$ cat src/rtl/timer_pkg.sv
// Shared definitions for the stopwatch run controller: state encoding,
// button indices and the default prescaler settings.
package timer_pkg;

  typedef enum logic [1:0] {
    ST_IDLE  = 2'b00,
    ST_RUN   = 2'b01,
    ST_PAUSE = 2'b10,
    ST_LAP   = 2'b11
  } state_e;

  localparam int TICK_DIV_DEFAULT = 500000;
  localparam int DIV_W_DEFAULT    = 19;

  localparam int NUM_BTN        = 3;
  localparam int BTN_START_STOP = 0;
  localparam int BTN_LAP        = 1;
  localparam int BTN_CLEAR      = 2;

  function automatic logic is_counting(state_e s);
    return (s == ST_RUN) || (s == ST_LAP);
  endfunction

endpackage

$ cat src/rtl/btn_sync_edge.sv
// Two-flop synchronizer plus rising-edge detector for one pre-debounced button.
// All flops reset high so a button held through reset produces no event.
module btn_sync_edge (
  input  logic clock,
  input  logic resetn,
  input  logic btn,
  output logic ev
);

  logic sync1_q, sync1_d;
  logic sync2_q, sync2_d;
  logic prev_q,  prev_d;

  always_comb begin
    sync1_d = btn;
    sync2_d = sync1_q;
    prev_d  = sync2_q;
  end

  always_ff @(posedge clock or negedge resetn) begin
    if (!resetn) begin
      sync1_q <= 1'b1;
      sync2_q <= 1'b1;
      prev_q  <= 1'b1;
    end else begin
      sync1_q <= sync1_d;
      sync2_q <= sync2_d;
      prev_q  <= prev_d;
    end
  end

  assign ev = sync2_q & ~prev_q;

endmodule

$ cat src/rtl/timer_run_controller.sv
// Run/pause/lap/clear sequencer for one stopwatch: button events drive the
// FSM, and a prescaler issues the count-enable tick to the timer datapath.
module timer_run_controller
  import timer_pkg::*;
#(
  parameter int TICK_DIV = TICK_DIV_DEFAULT,
  parameter int DIV_W    = DIV_W_DEFAULT
) (
  input  logic       clock,
  input  logic       resetn,
  input  logic       btn_start_stop,
  input  logic       btn_lap,
  input  logic       btn_clear,
  input  logic       at_max,
  output logic       tick_en,
  output logic       clear_count,
  output logic       freeze_display,
  output logic       running,
  output logic [1:0] state_code
);

  localparam logic [DIV_W-1:0] PRESC_LAST = DIV_W'(TICK_DIV - 1);

  logic [NUM_BTN-1:0] btn_raw;
  logic [NUM_BTN-1:0] btn_ev;

  assign btn_raw[BTN_START_STOP] = btn_start_stop;
  assign btn_raw[BTN_LAP]        = btn_lap;
  assign btn_raw[BTN_CLEAR]      = btn_clear;

  generate
    for (genvar gi = 0; gi < NUM_BTN; gi++) begin : g_btn
      btn_sync_edge u_sync (
        .clock  (clock),
        .resetn (resetn),
        .btn    (btn_raw[gi]),
        .ev     (btn_ev[gi])
      );
    end
  endgenerate

  logic ev_ss, ev_lap, ev_clr;
  assign ev_ss  = btn_ev[BTN_START_STOP];
  assign ev_lap = btn_ev[BTN_LAP];
  assign ev_clr = btn_ev[BTN_CLEAR];

  state_e             state_q, state_d;
  logic [DIV_W-1:0]   presc_q, presc_d;
  logic               tick_en_q, tick_en_d;
  logic               clear_count_q, clear_count_d;
  logic               freeze_q, freeze_d;
  logic               running_q, running_d;

  always_comb begin
    state_d       = state_q;
    presc_d       = presc_q;
    tick_en_d     = 1'b0;
    clear_count_d = 1'b0;

    unique case (state_q)
      ST_IDLE: begin
        presc_d = '0;
        if (ev_clr) begin
          clear_count_d = 1'b1;
        end else if (ev_ss) begin
          state_d = ST_RUN;
        end
      end
      ST_RUN, ST_LAP: begin
        if (at_max || ev_ss) begin
          state_d = ST_PAUSE;
        end else if (ev_lap) begin
          state_d = (state_q == ST_RUN) ? ST_LAP : ST_RUN;
        end
      end
      ST_PAUSE: begin
        if (ev_clr) begin
          state_d       = ST_IDLE;
          presc_d       = '0;
          clear_count_d = 1'b1;
        end else if (ev_ss && !at_max) begin
          state_d = ST_RUN;
        end
      end
      default: state_d = ST_IDLE;
    endcase

    // The prescaler only advances on edges that stay in a counting state, so
    // the edge that pauses or resumes does not consume part of the period.
    if (is_counting(state_q) && is_counting(state_d)) begin
      if (presc_q == PRESC_LAST) begin
        presc_d   = '0;
        tick_en_d = !at_max;
      end else begin
        presc_d = presc_q + 1'b1;
      end
    end

    freeze_d  = (state_d == ST_LAP);
    running_d = is_counting(state_d);
  end

  always_ff @(posedge clock or negedge resetn) begin
    if (!resetn) begin
      state_q       <= ST_IDLE;
      presc_q       <= '0;
      tick_en_q     <= 1'b0;
      clear_count_q <= 1'b0;
      freeze_q      <= 1'b0;
      running_q     <= 1'b0;
    end else begin
      state_q       <= state_d;
      presc_q       <= presc_d;
      tick_en_q     <= tick_en_d;
      clear_count_q <= clear_count_d;
      freeze_q      <= freeze_d;
      running_q     <= running_d;
    end
  end

  assign tick_en        = tick_en_q;
  assign clear_count    = clear_count_q;
  assign freeze_display = freeze_q;
  assign running        = running_q;
  assign state_code     = state_q;

endmodule

$ cat config.mk
export PLATFORM = sky130hd
export DESIGN_NAME = timer_run_controller
export DESIGN_NICKNAME = d
export VERILOG_FILES = /design/src/rtl/timer_pkg.sv /design/src/rtl/btn_sync_edge.sv /design/src/rtl/timer_run_controller.sv
export SDC_FILE = /design/constraint.sdc
export NUM_CORES = 1
export LEC_CHECK = 0
export BUFFER_PORTS_ARGS = -buffer_cell sky130_fd_sc_hd__buf_2
export CAP_MARGIN = 15
export CORE_MARGIN = 1.5
export CORE_UTILIZATION = 55
export CTS_CLUSTER_DIAMETER = 200
export CTS_CLUSTER_SIZE = 12
export DETAILED_ROUTE_END_ITERATION = 7
export MAX_ROUTING_LAYER = met4
export PLACE_DENSITY_LB_ADDON = 0.05
export SYNTH_ARGS = -nofsm -noshare
export SYNTH_HDL_FRONTEND = slang
export SYNTH_SLANG_ARGS = --single-unit
$ cat constraint.sdc
create_clock -name clock -period 3.65 [get_ports clock]
set_input_delay 0.5475 -clock clock [delete_from_list [all_inputs] [get_ports clock]]
set_output_delay 0.5475 -clock clock [all_outputs]
set_load 0.01 [all_outputs]
==> flow_summary_export.csv, run 1 <==
group,metric,value,unit
timing,maxSlewViolCount,0,
global_routing,grt_pass1_wl,5270,um
global_routing,groute.usage.overall,21.8,%
floorplan,start_util,59.1,%
timing,whs,238,ps
synth,syn_nets,165,
timing,slew_headroom,27.4,%
synth,async_reset_ff_share,100,%
routing,vias,1225,
timing,grt_setup_unrepaired,"false",
clocking,cts_made_buffers,5,
clocking,h-tree-depth,2,
power_and_ir_drop,p_sw_share,25.4,%
critical_path,worstPathArrival,2470,ps
global_routing,grt_max_degree,35,
power_and_ir_drop,vdd_drop_max,274,uV
critical_path,crit_required,3920,ps
timing,fin_crit_sh,60.3,%
cells_and_area,nets,176,
cells_and_area,multi_input_area,728,um2
critical_path,worstSetupEndpointType,"flip-flop",
synth,synthAdderAreaFrac,0.754,%
timing,setup_tns,0,ps
clocking,clock_path_buffers,2,
synth,synth_area,1660,um2
synth,synth_edf_count,0,
synth,synth-main-ff-cell,"dfrtp_1",
critical_path,critPathMaxFanout,27,
clocking,post_cts_resized,0,
flow_run,maxCapViolCount,0,
global_routing,grt_overflow,0,
cells_and_area,layout_commonest_cell,"dfrtp_1",
cells_and_area,layout-area-overhead-vs-synth,8.07,%
synth,synthMuxAreaShare,5.51,%
timing,fmax,454,MHz
critical_path,rr_worst_depth,6,
critical_path,path_class,"reg2reg",
timing,worstMarginPinSlew,1090,ps
clocking,cts_tree,"done",
floorplan,io_pins,12,
global_routing,grt_pass1_vias,1229,
power_and_ir_drop,power_per_cell_area,451,nW/um2
clocking,post_cts_buffers,0,
cells_and_area,register_area,862,um2
cells_and_area,antenna_cells,0,
routing,drtAntennaViolNets,0,
routing,drt-initial-drc-count,63,
synth,synth_compound_area_share,11.7,%
critical_path,startpoint_type,"flip-flop",
cells_and_area,drive_gt1_share,23.5,%
cells_and_area,layout_common_cells,"dfrtp_1 (25), nand3_1 (15), nand2_1 (15)",
power_and_ir_drop,clock_power_share,39.0,%
synth,synth-xor-area-share,0.528,%
timing,period_needed,2200,ps
timing,skew,16.8,ps
floorplan,coreArea,2810,um2
hold_path,hp-class,"in2async",
power_and_ir_drop,p_switching,0.000205,W
placed_design,dpl.hpwl,1990,um
routing,drt_first_pass_iters,6,
clocking,cts-root-buf,"clkbuf_4",
floorplan,floorplan.rows,19,
global_routing,antenna_found_initial,0,
synth,ys_types,47,
synth,synth.avg_cell_area,10.5,um2
timing,setup_viol,0,
synth,ys.warnings.count,0,
status,status,"finished, final reports clean",
critical_path,rrSetupSlack,1450,ps
routing,avgViaCountPerCell,6.09,
clocking,clk_pin_slew_worst_paths,120,ps
power_and_ir_drop,p_int,0.000603,W
synth,syn_inst,158,
cells_and_area,fill_cells,236,
clocking,clk_latency,350,ps
power_and_ir_drop,power.share.sequential,50.1,%
placed_design,place.gp.congestion,0.751,
routing,drt-wirelength-per-cell,15.2,um
clocking,cts.sinks,34,
synth,synth_top_family_by_area,"simple AND/OR/NAND/NOR gates",
placed_design,numPortBuffers,11,
synth,ys_seq_elements,34,
floorplan,die_area,3350,um2
floorplan,die_h,57.9,um
routing,wirelength,3060,um
timing,hold_viol_final,0,
power_and_ir_drop,power,0.000808,W
routing,drc,0,
synth,synth-simple-area-share,25.4,%
floorplan,die_x,57.9,um
clocking,postCtsHoldBufs,0,
power_and_ir_drop,combPwrFrac,11.0,%
power_and_ir_drop,power_leakage,0.765,nW
synth,yosysSeqAreaShare,52.0,%
-- critical path, cell delays in order (launching register included) --
cell and delay [ps]:
dfrtp_1 430, ha_1 260, nand3_1 140, nor3b_2 80
a21oi_2 810, nand3_1 200, o22ai_1 200
-- registers in the layout (all words and copies together), names as in the netlist --
register,flops
freeze_display,1
running,1
g_btn.u_sync.sync1_q,3
g_btn.u_sync.prev_d,3
tick_en,1
state_code,2
g_btn.u_sync.prev_q,3
clear_count,1
presc_q,19
-- power groups by stage --
stage | logic (W) | clock network (W) | registers, W
2_1_floorplan | 0.0000626 | 0 | 0.000414
3_5_place_dp | 0.0000896 | 0 | 0.000412
5_1_grt | 0.0000994 | 0.000329 | 0.000407
3_3_place_gp | 0.0000853 | 0 | 0.000411
4_1_cts | 0.0000899 | 0.000317 | 0.000405
6_report | 0.0000887 | 0.000315 | 0.000405
-- worst paths after layout --
path	start	endpoint
setup / recovery	presc_q[0]$_DFFE_PN0P_	presc_q[17]$_DFFE_PN0P_
hold reg to reg	g_btn[0].u_sync.sync1_q$_DFF_PN1_	g_btn[0].u_sync.prev_d$_DFF_PN1_
min in group clock	btn_start_stop	g_btn[0].u_sync.sync1_q$_DFF_PN1_
hold / removal	resetn	clear_count$_DFF_PN0_
max in group asynchronous	resetn	presc_q[0]$_DFFE_PN0P_
setup reg to reg	presc_q[0]$_DFFE_PN0P_	presc_q[17]$_DFFE_PN0P_
-- per-stage QoR --
stage | setup WS (ps) | util (%) | instance area (um2) | cells
2_1_floorplan | 1920 | - | 1660 | 158
3_3_place_gp | 1440 | 60.3 | 1690 | 193
3_5_place_dp | 1320 | 60.3 | 1690 | 193
4_1_cts | 1430 | 63.9 | 1790 | 201
5_1_grt | 1200 | 63.9 | 1790 | 201
6_report | 1450 | 63.9 | 1790 | 201
-- metal layers --
layer	vias up	share of wire (%)	wire, um	track usage [%]
met4	0	1.9	59	11.3
met1	585	46	1400	25.6
met3	6	3.9	120	4.91
li1	600	-	-	-
met2	34	48	1480	35.2
met5	-	0	0	-
-- cell families (layout without fill, tap and decap cells) --
family	Yosys count	count (layout)
AOI/OAI and AO/OA	31	31
xor gates and xnor gates	1	1
adders and majority gates	1	1
buffers and inverters	9	21
DFF	34	34
muxes	9	9
and+or+nand+nor	73	73
-- cells in the mapped netlist, types with 2 or more instances --
master,number,area [um2]
dfrtp_1,25,626
and3_1,4,25.0
and2_1,2,12.5
nor2b_1,2,12.5
nand4_1,6,37.5
inv_1,2,7.51
dfstp_2,9,236
nand2_1,15,56.3
a21oi_1,14,70.1
a21oi_2,2,17.5
a22o_1,2,17.5
nand3_2,2,20.0
nand3_1,15,75.1
o21ai_1,3,15.0
o211ai_1,2,15.0
buf_6,3,33.8
nor2_1,10,37.5
nand2b_1,2,12.5
mux2i_1,8,80.1
buf_4,3,22.5
-- area by class of cell --
type                            instances  share of cell area, %
Sequential cell                        34                   48.1
Multi-Input combinational cell        115                   40.6
Clock buffer                            8                   5.65
Timing Repair Buffer                   11                   3.07
Tap cell                               31                   2.16
Inverter                                2                  0.419
(Power assumes the default switching activity.)
==> run 2: changes to the inputs <==
==> constraint.sdc (replaced) <==
create_clock -name clock -period 2.26 [get_ports clock]
set_input_delay 0.339 -clock clock [delete_from_list [all_inputs] [get_ports clock]]
set_output_delay 0.339 -clock clock [all_outputs]
set_load 0.01 [all_outputs]
==> run 2 against run 1 <==
Against the previous run:
- the flow now finishes with violations (DRC)
- non-clock buffer count increased by 6
- first-iteration DRC count increased by 11%
- register-to-register slack got worse by 1200 ps
- wire length increased by 5.4%
- sequential share of layout area decreased by 0.76 points
- worst setup slack got worse by 1200 ps
- clock skew decreased by 9.2 ps
- die area unchanged
- sequential cell count unchanged
- critical path type unchanged
- largest cell class unchanged
- highest routed layer unchanged
==> flow_summary_export.csv, run 2 (same netlist as run 1, synthesis figures left out) <==
group,metric,value,unit
status,status,"finished with violations",
status,violations,"DRC",
critical_path,worstSetupEndpointType,"flip-flop",
routing,drt-initial-drc-count,70,
power_and_ir_drop,clock_power_share,34.9,%
cells_and_area,multi_input_area,736,um2
timing,grt_setup_unrepaired,"false",
clocking,cts.sinks,34,
critical_path,startpoint_type,"flip-flop",
timing,fmax,502,MHz
global_routing,grt_pass1_wl,5620,um
critical_path,worstPathArrival,2230,ps
routing,drc,2,
power_and_ir_drop,combPwrFrac,12.3,%
cells_and_area,layout_commonest_cell,"dfrtp_1",
global_routing,grt_pass1_vias,1188,
placed_design,numPortBuffers,11,
cells_and_area,layout_common_cells,"dfrtp_1 (25), nand3_1 (15), nand2_1 (15)",
critical_path,crit_slowest_cell,"dfrtp_1",
clocking,clk_pin_slew_worst_paths,110,ps
global_routing,groute.usage.overall,23.1,%
critical_path,path_class,"reg2reg",
power_and_ir_drop,p_switching,0.000318,W
cells_and_area,layout-area-overhead-vs-synth,9.80,%
placed_design,place.gp.congestion,0.842,
cells_and_area,regMostFlops,"presc_q",
timing,slew_headroom,52.2,%
placed_design,dpl.hpwl,2210,um
clocking,clock_path_buffers,2,
floorplan,floorplan.rows,19,
cells_and_area,antenna_cells,0,
timing,maxSlewViolCount,0,
routing,drt_first_pass_iters,8,
clocking,cts_tree,"done",
power_and_ir_drop,power_leakage,0.788,nW
critical_path,cp_slowest_stage_delay,430,ps
cells_and_area,drive_gt1_share,26.1,%
floorplan,die_area,3350,um2
timing,skew,7.55,ps
cells_and_area,fin_util,64.9,%
power_and_ir_drop,power_per_cell_area,681,nW/um2
hold_path,hp-class,"in2async",
cells_and_area,largest_reg_flops,19,
clocking,cts-root-buf,"clkbuf_4",
floorplan,die_h,57.9,um
cells_and_area,nets,182,
global_routing,antenna_found_initial,0,
routing,wirelength,3220,um
timing,hold_viol_final,0,
timing,setup_tns,0,ps
flow_run,maxCapViolCount,0,
routing,vias,1265,
floorplan,die_x,57.9,um
floorplan,coreArea,2810,um2
routing,drtAntennaViolNets,0,
power_and_ir_drop,p_sw_share,25.6,%
timing,fin_crit_sh,88.2,%
global_routing,grt_max_degree,35,
critical_path,crit_required,2500,ps
cells_and_area,register_area,862,um2
power_and_ir_drop,p_int,0.000923,W
routing,drt-wirelength-per-cell,15.6,um
timing,period_needed,1990,ps
floorplan,start_util,59.1,%
power_and_ir_drop,power.share.sequential,52.8,%
global_routing,grt_overflow,0,
floorplan,io_pins,12,
power_and_ir_drop,vdd_drop_max,345,uV
clocking,h-tree-depth,2,
cells_and_area,fill_cells,220,
timing,worstMarginPinSlew,718,ps
critical_path,critPathMaxFanout,10,
clocking,cts_made_buffers,5,
clocking,clk_latency,340,ps
critical_path,crit_chain,"ha_1, and3_2, and4_1, nand4_1, a21o_1, a22o_1",
clocking,post_cts_buffers,0,
timing,setup_viol,0,
routing,avgViaCountPerCell,6.11,
## run 2: critical path: cells and delay by family (launching register included)
family                     cells  cell delay [ps]
and+or+nand+nor                3              810
DFF                            1              430
AOI/OAI and AO/OA              2              430
adders and majority gates      1              230
## run 2: power by group through the flow
stage	combinational [W]	clock (W)	sequential (W)
after floorplan	0.000101	0	0.000669
after global placement	0.000146	0	0.000664
after detailed placement	0.000152	0	0.000667
after CTS	0.000153	0.000442	0.000655
after global routing	0.000170	0.000465	0.000660
final	0.000153	0.000433	0.000655
## run 2: routing by layer
layer	routed length, um	GRT usage (%)
met3	126	6.70
met5	0	-
met1	1460	29.4
met4	57	8.31
met2	1580	35.4
## run 2: through the flow
step	cell area (um2)	cells	hold slack (ps)	setup WS [ps]	power (W)
floorplan	1660	158	43.4	529	0.000770
finish	1820	207	44.7	266	0.00124
detailed placement	1740	199	352	30.9	0.000819
global route	1820	207	60.2	117	0.00129
global placement	1740	199	346	212	0.000809
CTS	1810	207	60.9	3.36	0.00125
## run 2: final cells by class
type                    instances  area share, %
clock inverters                 3           2.20
repair buffers                 17           5.49
inverters                       2          0.412
clock buffers                   5           2.06
multi-input cells             115           40.4
well taps                      31           2.13
flip-flops and latches         34           47.3
## run 2: path summary, 6_finish.rpt
path / slack (ps) / end / depth (start not counted) / startpoint
max in group asynchronous: 1760 / presc_q[1]$_DFFE_PN0P_ / 1 / resetn
worst min register to register: 360 / g_btn[2].u_sync.prev_d$_DFF_PN1_ / 0 / g_btn[2].u_sync.sync1_q$_DFF_PN1_
min in group clock: 90 / g_btn[0].u_sync.sync1_q$_DFF_PN1_ / 1 / btn_start_stop
worst min-delay path: 40 / presc_q[18]$_DFFE_PN0P_ / 1 / resetn
worst max-delay path: 270 / presc_q[12]$_DFFE_PN0P_ / 6 / presc_q[0]$_DFFE_PN0P_
worst max register to register: 270 / presc_q[12]$_DFFE_PN0P_ / 6 / presc_q[0]$_DFFE_PN0P_
## run 2: what timing repair did
item                                    4_1_cts  5_1_grt
hold buffers                                  0        0
endpoints found under the setup margin        0       14
gates resized for setup                       0        1
==> run 3: changes to the inputs <==
--- a/config.mk
+++ b/config.mk
@@ -14,6 +14,8 @@
 export DETAILED_ROUTE_END_ITERATION = 7
 export MAX_ROUTING_LAYER = met4
 export PLACE_DENSITY_LB_ADDON = 0.05
+export SETUP_SLACK_MARGIN = 0.3
+export SLEW_MARGIN = 30
 export SYNTH_ARGS = -nofsm -noshare
 export SYNTH_HDL_FRONTEND = slang
 export SYNTH_SLANG_ARGS = --single-unit
==> constraint.sdc (replaced) <==
create_clock -name clock -period 2.26 [get_ports clock]
set_input_delay 0.339 -clock clock [delete_from_list [all_inputs] [get_ports clock]]
set_output_delay 0.339 -clock clock [all_outputs]
set_load 0.005 [all_outputs]
==> run 3 against run 2 <==
Against the previous run:
- the flow still finishes with violations (DRC)
- clock power about the same
- critical path depth unchanged
- die area unchanged
- cell count grew 0.97%
==> flow_summary_export.csv, run 3 (same netlist as run 1, synthesis figures left out) <==
group,metric,value,unit
status,status,"finished with violations",
status,violations,"DRC",
timing,period_needed,1870,ps
routing,wirelength,3330,um
power_and_ir_drop,p_int,0.000924,W
global_routing,grt_util_met2,35.9,%
timing,slew_headroom,51.6,%
global_routing,grtUsageMet1,29.2,%
timing,setup_viol,0,
routing,drc,2,
floorplan,io_pins,12,
cells_and_area,nets,184,
routing,drt-wirelength-per-cell,15.9,um
global_routing,grt_pass1_wl,5640,um
clocking,cts_made_buffers,5,
routing,drt_first_pass_iters,8,
floorplan,die_x,57.9,um
cells_and_area,layout_commonest_cell,"dfrtp_1",
power_and_ir_drop,p_switching,0.000315,W
routing,drtAntennaViolNets,0,
critical_path,crit_required,2500,ps
power_and_ir_drop,power.share.sequential,52.9,%
timing,skew,7.01,ps
clocking,clock_path_buffers,2,
critical_path,critPathBufInv,0,
power_and_ir_drop,p_sw_share,25.4,%
floorplan,floorplan.rows,19,
cells_and_area,register_area,863,um2
timing,maxSlewViolCount,0,
critical_path,cp_slowest_stage_delay,420,ps
critical_path,rrSetupSlack,390,ps
clocking,cts.sinks,34,
timing,setup_ws,390,ps
critical_path,crit_slowest_cell,"dfrtp_2",
power_and_ir_drop,vdd_drop_max,427,uV
clocking,clk_pin_slew_worst_paths,110,ps
timing,hold_viol_final,0,
power_and_ir_drop,clock_power_share,35.0,%
cells_and_area,largest_reg_flops,19,
clocking,clk_latency,340,ps
floorplan,die_h,57.9,um
cells_and_area,regMostFlops,"presc_q",
placed_design,place.gp.congestion,0.842,
timing,whs,44.7,ps
global_routing,use_met3,6.70,%
global_routing,grt_overflow,0,
power_and_ir_drop,combPwrFrac,12.1,%
critical_path,cp_top_family,"compound AO/OA/AOI/OAI gates",
critical_path,worstSetupEndpointType,"flip-flop",
timing,fin_crit_sh,82.8,%
cells_and_area,multi_input_area,761,um2
clocking,cts_tree,"done",
timing,fmax,535,MHz
critical_path,worstPathArrival,2110,ps
critical_path,crit_chain,"ha_1, nand3_1, nor3b_4, a21oi_4, a21o_1, a22o_1",
cells_and_area,drive_gt1_share,28.1,%
clocking,cts-root-buf,"clkbuf_4",
floorplan,coreArea,2810,um2
global_routing,grt_pass1_vias,1186,
routing,drt-initial-drc-count,104,
critical_path,path_class,"reg2reg",
critical_path,r2r_start,"presc_q[0]$_DFFE_PN0P_",
power_and_ir_drop,power,0.00124,W
power_and_ir_drop,power_per_cell_area,668,nW/um2
floorplan,start_util,59.1,%
cells_and_area,fill_cells,213,
critical_path,rr_worst_depth,6,
power_and_ir_drop,power_leakage,0.796,nW
placed_design,numPortBuffers,11,
global_routing,grt_max_degree,35,
critical_path,critPathMaxFanout,13,
critical_path,r2r-end,"presc_q[12]$_DFFE_PN0P_",
timing,setup_tns,0,ps
timing,worstMarginPinSlew,726,ps
timing,grt_setup_unrepaired,"false",
floorplan,die_area,3350,um2
routing,vias,1290,
clocking,h-tree-depth,2,
global_routing,top_usage_layer,"met2",
cells_and_area,antenna_cells,0,
global_routing,antenna_found_initial,0,
flow_run,maxCapViolCount,0,
placed_design,dpl.hpwl,2210,um
placed_design,place_ws,30.9,ps
cells_and_area,layout_common_cells,"dfrtp_1 (24), nand3_1 (15), nand2_1 (15)",
cells_and_area,layout-area-overhead-vs-synth,11.8,%
critical_path,startpoint_type,"flip-flop",
routing,avgViaCountPerCell,6.17,
global_routing,groute.usage.overall,23.2,%
hold_path,hp-class,"in2async",
==> run 3: timing repair <==
action	4_1_cts	5_1_grt
hold buffers	0	0
buffers inserted	0	1
endpoints found under the setup margin	17	15
gates resized for setup	2	4
cloned	0	1
pin swaps	0	2
==> run 3: cell type report <==
class | count | area share, %
sequential | 34 | 46.5
multi-input combinational | 116 | 41.0
timing repair buffer | 18 | 5.80
clock inverter | 3 | 2.16
tap | 31 | 2.09
clock buffer | 5 | 2.02
inverter | 2 | 0.405
==> run 3: worst max path at each step <==
stage / start / endpoint / cells past startpoint / slack (ps)
floorplan: presc_q[0]$_DFFE_PN0P_ / presc_q[14]$_DFFE_PN0P_ / 6 / 530
global placement: presc_q[0]$_DFFE_PN0P_ / presc_q[16]$_DFFE_PN0P_ / 6 / 210
detailed placement: presc_q[0]$_DFFE_PN0P_ / presc_q[15]$_DFFE_PN0P_ / 6 / 30
CTS: presc_q[0]$_DFFE_PN0P_ / presc_q[17]$_DFFE_PN0P_ / 6 / 320
global route: presc_q[1]$_DFFE_PN0P_ / presc_q[12]$_DFFE_PN0P_ / 6 / 290
finish: presc_q[0]$_DFFE_PN0P_ / presc_q[12]$_DFFE_PN0P_ / 6 / 390
==> run 3: stage by stage <==
step / utilization [%] / area [um2] / cells
final: 66.1 / 1860 / 209
after global routing: 66.1 / 1860 / 209
after CTS: 65.0 / 1820 / 207
after detailed placement: 61.9 / 1740 / 199
after global placement: 61.9 / 1740 / 199
after floorplan: - / 1660 / 158
==> run 3: per-layer routing <==
metal  vias up  share of wire (%)
li1        617                  -
met1       632                 43
met2        32                 50
met3         9                4.9
met4         0                1.7
met5         -                  0
==> run 3: power groups by stage <==
| stage | Combinational (W) | Sequential (W) | Clock (W) |
|---|---|---|---|
| floorplan | 0.000101 | 0.000664 | 0 |
| global placement | 0.000141 | 0.000664 | 0 |
| detailed placement | 0.000147 | 0.000667 | 0 |
| CTS | 0.000149 | 0.000655 | 0.000442 |
| global route | 0.000168 | 0.000660 | 0.000467 |
| finish | 0.000150 | 0.000655 | 0.000434 |
